### src/rtl/alu_issue_pkg.sv
// Shared definitions for the alu_issue sequencer: opcode encodings, instruction
// field positions, FSM states and writeback classification helpers.
package alu_issue_pkg;

  localparam int DATA_W = 16;
  localparam int REG_AW = 2;

  localparam logic [3:0] OP_ADD    = 4'h0;
  localparam logic [3:0] OP_SUB    = 4'h1;
  localparam logic [3:0] OP_AND    = 4'h2;
  localparam logic [3:0] OP_OR     = 4'h3;
  localparam logic [3:0] OP_SHIFT  = 4'h4;
  localparam logic [3:0] OP_MOVE   = 4'h5;
  localparam logic [3:0] OP_LOADC  = 4'h6;
  localparam logic [3:0] OP_LOAD   = 4'h7;
  localparam logic [3:0] OP_STORE  = 4'h8;
  localparam logic [3:0] OP_JUMP   = 4'h9;
  localparam logic [3:0] OP_UNDEF1 = 4'hA;
  localparam logic [3:0] OP_UNDEF2 = 4'hB;
  localparam logic [3:0] OP_UNDEF3 = 4'hC;
  localparam logic [3:0] OP_UNDEF4 = 4'hD;
  localparam logic [3:0] OP_UNDEF5 = 4'hE;
  localparam logic [3:0] OP_UNDEF6 = 4'hF;

  localparam int OPC_HI   = 15;
  localparam int OPC_LO   = 12;
  localparam int EXT_HI   = 11;
  localparam int EXT_LO   = 10;
  localparam int RA_HI    = 9;
  localparam int RA_LO    = 8;
  localparam int RB_HI    = 7;
  localparam int RB_LO    = 6;
  localparam int CONST_HI = 7;
  localparam int CONST_LO = 0;

  typedef enum logic [1:0] {
    ST_IDLE = 2'd0,
    ST_EXEC = 2'd1,
    ST_WB   = 2'd2
  } state_e;

  function automatic logic op_writes_alu(input logic [3:0] op);
    return (op == OP_ADD) || (op == OP_SUB) || (op == OP_AND) ||
           (op == OP_OR)  || (op == OP_SHIFT) || (op == OP_MOVE);
  endfunction

  function automatic logic op_writes(input logic [3:0] op);
    return op_writes_alu(op) || (op == OP_LOADC);
  endfunction

endpackage

### src/rtl/alu_issue_regfile.sv
// 4x16 register file: two combinational read ports, one synchronous write port.
// Optional debug read port when ALU_ISSUE_REGDUMP_EN is defined.
module alu_issue_regfile
  import alu_issue_pkg::*;
#(
  parameter int NUM_REGS = 4
) (
  input  logic              i_clk,
  input  logic              i_reset,
  input  logic [REG_AW-1:0] i_raddr1,
  output logic [DATA_W-1:0] o_rdata1,
  input  logic [REG_AW-1:0] i_raddr2,
  output logic [DATA_W-1:0] o_rdata2,
  input  logic              i_we,
  input  logic [REG_AW-1:0] i_waddr,
  input  logic [DATA_W-1:0] i_wdata
`ifdef ALU_ISSUE_REGDUMP_EN
  ,
  input  logic [REG_AW-1:0] i_dbg_sel,
  output logic [DATA_W-1:0] o_dbg_data
`endif
);

  logic [DATA_W-1:0] regs_q [NUM_REGS];
  logic [DATA_W-1:0] regs_d [NUM_REGS];

  always_comb begin
    regs_d = regs_q;
    if (i_we) regs_d[i_waddr] = i_wdata;
  end

  always_ff @(posedge i_clk) begin
    if (i_reset) begin
      for (int i = 0; i < NUM_REGS; i++) regs_q[i] <= '0;
    end else begin
      regs_q <= regs_d;
    end
  end

  assign o_rdata1 = regs_q[i_raddr1];
  assign o_rdata2 = regs_q[i_raddr2];

`ifdef ALU_ISSUE_REGDUMP_EN
  assign o_dbg_data = regs_q[i_dbg_sel];
`endif

endmodule

### src/rtl/alu_issue.sv
// Issue/writeback sequencer between fetch and the combinational ALU.
// States: IDLE accept instr | EXEC drive ALU, capture result | WB write reg, pulse done.
// ALU_ISSUE_REGDUMP_EN adds i_dbg_sel/o_dbg_data register readback ports.
module alu_issue
  import alu_issue_pkg::*;
#(
  parameter int NUM_REGS = 4
) (
  input  logic        i_clk,
  input  logic        i_reset,
  input  logic        i_instr_valid,
  output logic        o_instr_ready,
  input  logic [15:0] i_instr,
  output logic [3:0]  o_alu_opcode,
  output logic [1:0]  o_alu_extra,
  output logic [15:0] o_alu_data1,
  output logic [15:0] o_alu_data2,
  output logic [7:0]  o_alu_const,
  input  logic [15:0] i_alu_result,
  output logic        o_done,
  output logic [15:0] o_result,
  output logic        o_unsupported
`ifdef ALU_ISSUE_REGDUMP_EN
  ,
  input  logic [1:0]  i_dbg_sel,
  output logic [15:0] o_dbg_data
`endif
);

  state_e      state_q, state_d;
  logic [15:0] instr_q, instr_d;
  logic [15:0] result_q, result_d;
  logic        done_q, done_d;
  logic        unsup_q, unsup_d;
  logic        ready_q, ready_d;

  logic [3:0]        opcode;
  logic [1:0]        extra;
  logic [REG_AW-1:0] ra, rb;
  logic [7:0]        cnst;
  logic [REG_AW-1:0] raddr1;
  logic              wb_we;

  assign opcode = instr_q[OPC_HI:OPC_LO];
  assign extra  = instr_q[EXT_HI:EXT_LO];
  assign ra     = instr_q[RA_HI:RA_LO];
  assign rb     = instr_q[RB_HI:RB_LO];
  assign cnst   = instr_q[CONST_HI:CONST_LO];

  // MOVE routes the source through data1 because the ALU passes data1 on MOVE.
  assign raddr1 = (opcode == OP_MOVE) ? rb : ra;
  assign wb_we  = (state_q == ST_WB) && op_writes(opcode);

  alu_issue_regfile #(.NUM_REGS(NUM_REGS)) u_regfile (
    .i_clk    (i_clk),
    .i_reset  (i_reset),
    .i_raddr1 (raddr1),
    .o_rdata1 (o_alu_data1),
    .i_raddr2 (rb),
    .o_rdata2 (o_alu_data2),
    .i_we     (wb_we),
    .i_waddr  (ra),
    .i_wdata  (result_q)
`ifdef ALU_ISSUE_REGDUMP_EN
    ,
    .i_dbg_sel  (i_dbg_sel),
    .o_dbg_data (o_dbg_data)
`endif
  );

  always_comb begin
    state_d  = state_q;
    instr_d  = instr_q;
    result_d = result_q;
    ready_d  = ready_q;
    done_d   = 1'b0;
    unsup_d  = 1'b0;
    case (state_q)
      ST_IDLE: begin
        if (i_instr_valid && ready_q) begin
          instr_d = i_instr;
          ready_d = 1'b0;
          state_d = ST_EXEC;
        end
      end
      ST_EXEC: begin
        done_d  = 1'b1;
        state_d = ST_WB;
        if (op_writes_alu(opcode)) begin
          result_d = i_alu_result;
        end else if (opcode == OP_LOADC) begin
          result_d = {8'h00, cnst};
        end else begin
          result_d = 16'h0000;
          unsup_d  = 1'b1;
        end
      end
      ST_WB: begin
        ready_d = 1'b1;
        state_d = ST_IDLE;
      end
      default: begin
        ready_d = 1'b1;
        state_d = ST_IDLE;
      end
    endcase
  end

  always_ff @(posedge i_clk) begin
    if (i_reset) begin
      state_q  <= ST_IDLE;
      instr_q  <= 16'h0000;
      result_q <= 16'h0000;
      ready_q  <= 1'b1;
      done_q   <= 1'b0;
      unsup_q  <= 1'b0;
    end else begin
      state_q  <= state_d;
      instr_q  <= instr_d;
      result_q <= result_d;
      ready_q  <= ready_d;
      done_q   <= done_d;
      unsup_q  <= unsup_d;
    end
  end

  assign o_instr_ready = ready_q;
  assign o_done        = done_q;
  assign o_unsupported = unsup_q;
  assign o_result      = result_q;
  assign o_alu_opcode  = opcode;
  assign o_alu_extra   = extra;
  assign o_alu_const   = cnst;

endmodule

### config.mk
export PLATFORM = sky130hd
export DESIGN_NAME = alu_issue
export DESIGN_NICKNAME = d
export VERILOG_FILES = /design/src/rtl/alu_issue_pkg.sv /design/src/rtl/alu_issue_regfile.sv /design/src/rtl/alu_issue.sv
export SDC_FILE = /design/constraint.sdc
export NUM_CORES = 1
export LEC_CHECK = 0
export ABC_AREA = 1
export CORE_MARGIN = 2
export CORE_UTILIZATION = 50
export CTS_BUF_LIST = sky130_fd_sc_hd__clkbuf_8
export DETAILED_ROUTE_END_ITERATION = 7
export GPL_TIMING_DRIVEN = 0
export HOLD_SLACK_MARGIN = 0.15
export MAX_ROUTING_LAYER = met4
export PLACE_DENSITY = 0.77
export SLEW_MARGIN = 30
export SYNTH_ARGS = -nofsm -noshare
export SYNTH_HDL_FRONTEND = slang
export SYNTH_SLANG_ARGS = --single-unit
export TNS_END_PERCENT = 20
### constraint.sdc
create_clock -name i_clk -period 2.2 [get_ports i_clk]
set_clock_uncertainty 0.2 [all_clocks]
set_input_delay 0.33 -clock i_clk [delete_from_list [all_inputs] [get_ports i_clk]]
set_output_delay 0.33 -clock i_clk [all_outputs]
set_load 0.1 [all_outputs]
==> summary.md <==
| Metric | Value |
|---|---|
| Final setup vio count | 20 |
| Clk pin slew, worst setup/hold paths | about 0.10 ns |
| Vias in the first global route | 5892 |
| Max Slew Vio Count | 0 |
| R2r setup slk | 0.32 ns |
| Pin count of the biggest net entering global routing | 18 |
| Total congestion overflow | 0 |
| Number of diodes | 0 |
| Hold Worst Slack | just under 0.3 ns |
| Worst-case clock buffer depth | 2 |
| Global-route wire length before repair | around 30 mm |
| WP data required | about 1.7 ns |
| Final TNS setup | -4.04 ns |
| Layout area overhead | 47.4% |
| Worst-margin pin slew | ~0.97 ns |
| Final net count | a little under 1000 |
| Register bit total from synthesis | between 100 and 150 |
| Post-DP HPWL | 13.0 mm |
| Power per cell area | ~760 nW/um2 |
| Critical hold path startpoint | instr_q[11] |
| Hold Buf Count CTS | 0 |
| Multi-input logic area | a little over 3000 um2 |
| Root Driver | clkbuf_8 |
| Fill cell count | roughly 800 |
| Max transition margin | between 30% and 40% |
| Routed wire per std cell | 17.8 um |
| Hold EP | instr_q[11] |
| Hold WC Path Type | register to register |
| Static leakage | roughly 3.8 nW |
| Iteration-0 DRC Markers | between 500 and 600 |
| Yosys cell types | 25 |
| Register area | 2040 um2 |
| 1st-pass router iterations | 8 |
| Crit share post-route | 112% |
| GPL Wtd Cong | about 0.95 |
| Syn_area_per_cell | 6.41 um2 |
| Synth Net Count | between 800 and 900 |
| Die height | between 100 and 150 um |
| Kind of critical path | register to output pin |
| Starting Density | approximately half |
| Total GRT Usage | between 30% and 40% |
| Critical R2R Launch | instr_q[15] |
| Drt total wl | between 15 and 20 mm |
| Final instance area | around 7800 um2 |
| Io pins | 100 |
| Die Width | ~110 um |
| VDD IR max | ~0.42 mV |
| Die area | ~11000 um2 |
| H-tree depth | 3 |
| Sequential share of the synthesized area | 38.3% |
| # rows | 37 |
| Failing checks | negative setup slack |
| DRT antenna net count | 0 |
| IO Port Bufs | between 90 and 100 |
| Ys Warns | 0 |
| Hold violation count in the final report | 0 |
| Post-Syn Instances | 823 |
| Dominant cell type by area after synthesis | dfxtp_1 |
| Maximum clock frequency | a little over 400 MHz |
| Largest fanout on the critical path | 6 |
| Share of the synthesized area in the top cell type | 38.3% |
| Power Total | 5.91 mW |
| Critical-path top delay cell | dfxtp_4 |
| Core area | between 10000 and 15000 um2 |
| Cell count of the worst reg-to-reg path | 8 |
| RSZ-0062 raised after global routing | true |
| Setup ws final | -0.272 ns |
| Hold path depth | 2 |
| Number of clock sinks | roughly 100 |
| Drt via density | 5.52 |
| Via count | ~6000 |
| Minimum clock period | between 2 and 2.5 ns |
| Clock latency on the worst-skew pair | between 0.3 and 0.4 ns |
| Layout cells sized above 1 | between 20% and 30% |
| Cells along the critical path | nor2_4 -> nand2_4 -> o21ai_4 -> buf_6 -> nand3_2 -> nand2_2 -> buf_12 |
| Worst path max stage delay | 0.38 ns |
| Synthesized cell area | approximately 5300 um2 |
| CTS buffer count | 9 |
| Max cap viols | 0 |
| Placed Area | 6570 um2 |
| # DRC | 0 |
| Critical path arrival | 1.94 ns |
| Top cells by area, synth | dfxtp_1 (38%), nand2_1 (14%), nor2_1 (11%) |
| CTS tree | yes |
| Reg-to-reg endpoint | u_regfile.regs_q[25] |
| Outcome | finished with violations |
| CP endpoint kind | output pin |
| Setup crit start kind | register |
| Initial antenna violation count | 0 |
-- how the worst max path moves through the flow --
| stage | start | end |
|---|---|---|
| 2_1_floorplan | instr_q[6] | o_alu_data2[14] |
| 3_3_place_gp | instr_q[6] | o_alu_data2[12] |
| 3_5_place_dp | instr_q[6] | o_alu_data2[12] |
| 4_1_cts | instr_q[14] | o_alu_data1[14] |
| 5_1_grt | instr_q[14] | o_alu_data1[11] |
| 6_report | instr_q[15] | o_alu_data1[11] |
-- per-layer routing --
layer  global-route usage [%]  wire length [um]  up-vias
li1                         -                 -     2841
met1                     42.9              7450     2752
met2                     57.1              9290      364
met3                     7.17              1980       82
met4                     15.7               742        0
met5                        -                 0        -
-- cells in the mapped netlist (all sizes together) --
cell type,instances
clkbuf,24
buf,39
nor2,157
o21ai,50
or2,1
a31oi,8
clkinv,1
a21oi,64
nor3,1
nand2,202
nand3,95
inv,79
nand4,1
dfxtp,101
-- layout by cell type, fill, tap and decap left out, drive strengths merged, types with 8 or more instances in the layout --
| cell type | Yosys | layout |
|---|---|---|
| clkbuf | 24 | 27 |
| nand3 | 95 | 95 |
| o21ai | 50 | 50 |
| clkdlybuf4s50 | 0 | 34 |
| a21oi | 64 | 64 |
| nor2 | 157 | 157 |
| clkdlybuf4s15 | 0 | 16 |
| dfxtp | 101 | 101 |
| nand2 | 202 | 202 |
| inv | 79 | 81 |
| a31oi | 8 | 8 |
| buf | 39 | 111 |
-- cell type report --
cell class	instances	area share, %
repair buffers	119	18.9
clock inverters	7	0.949
flip-flops and latches	101	26.2
well taps	136	2.19
multi-input cells	579	38.9
plain buffers	63	7.29
inverters	80	3.99
clock buffers	9	1.59
-- cells by family after synthesis --
kind of cell    share of synthesized area, %
flops                                   38.3
compound gates                          12.2
buf+inv                                 12.6
simple gates                            36.9
-- where the power goes --
group          internal, mW  leakage, nW  switching, mW  total [mW]
logic                 0.853         2.85           1.82        2.67
clock network         0.533        0.100          0.685        1.22
registers              1.91        0.824          0.103        2.01
-- stage by stage --
stage | instances | utilization, % | setup WS, ns
floorplan | 823 | - | -0.183
CTS | 1091 | 73.5 | -0.266
global placement | 1058 | 64.0 | -1.24
global route | 1094 | 75.7 | -0.323
detailed placement | 1058 | 64.0 | -1.25
finish | 1094 | 75.7 | -0.272
-- sequential cells by signal, indices dropped and copies added (netlist names) --
name and count:
o_instr_ready 1, o_done 1, instr_q 16, o_unsupported 1
state_q 2, o_result 16, u_regfile.regs_q 64
-- worst max-delay path: cells and delay by family, from the launching register on --
kind                   cells  cell delay [ns]
buffers and inverters      2             0.38
and+or+nand+nor            4             0.52
DFF                        1             0.38
AOI/OAI and AO/OA          1             0.28
-- timing repair --
action                                  in CTS  in global routing
hold endpoints to repair                     0                  0
pin swaps                                   19                 20
cloned                                       2                  0
resized for setup                          480                 59
setup buffers                               15                  3
endpoints found under the setup margin      65                 41
Note: power is estimated with default switching activity, not from simulation.
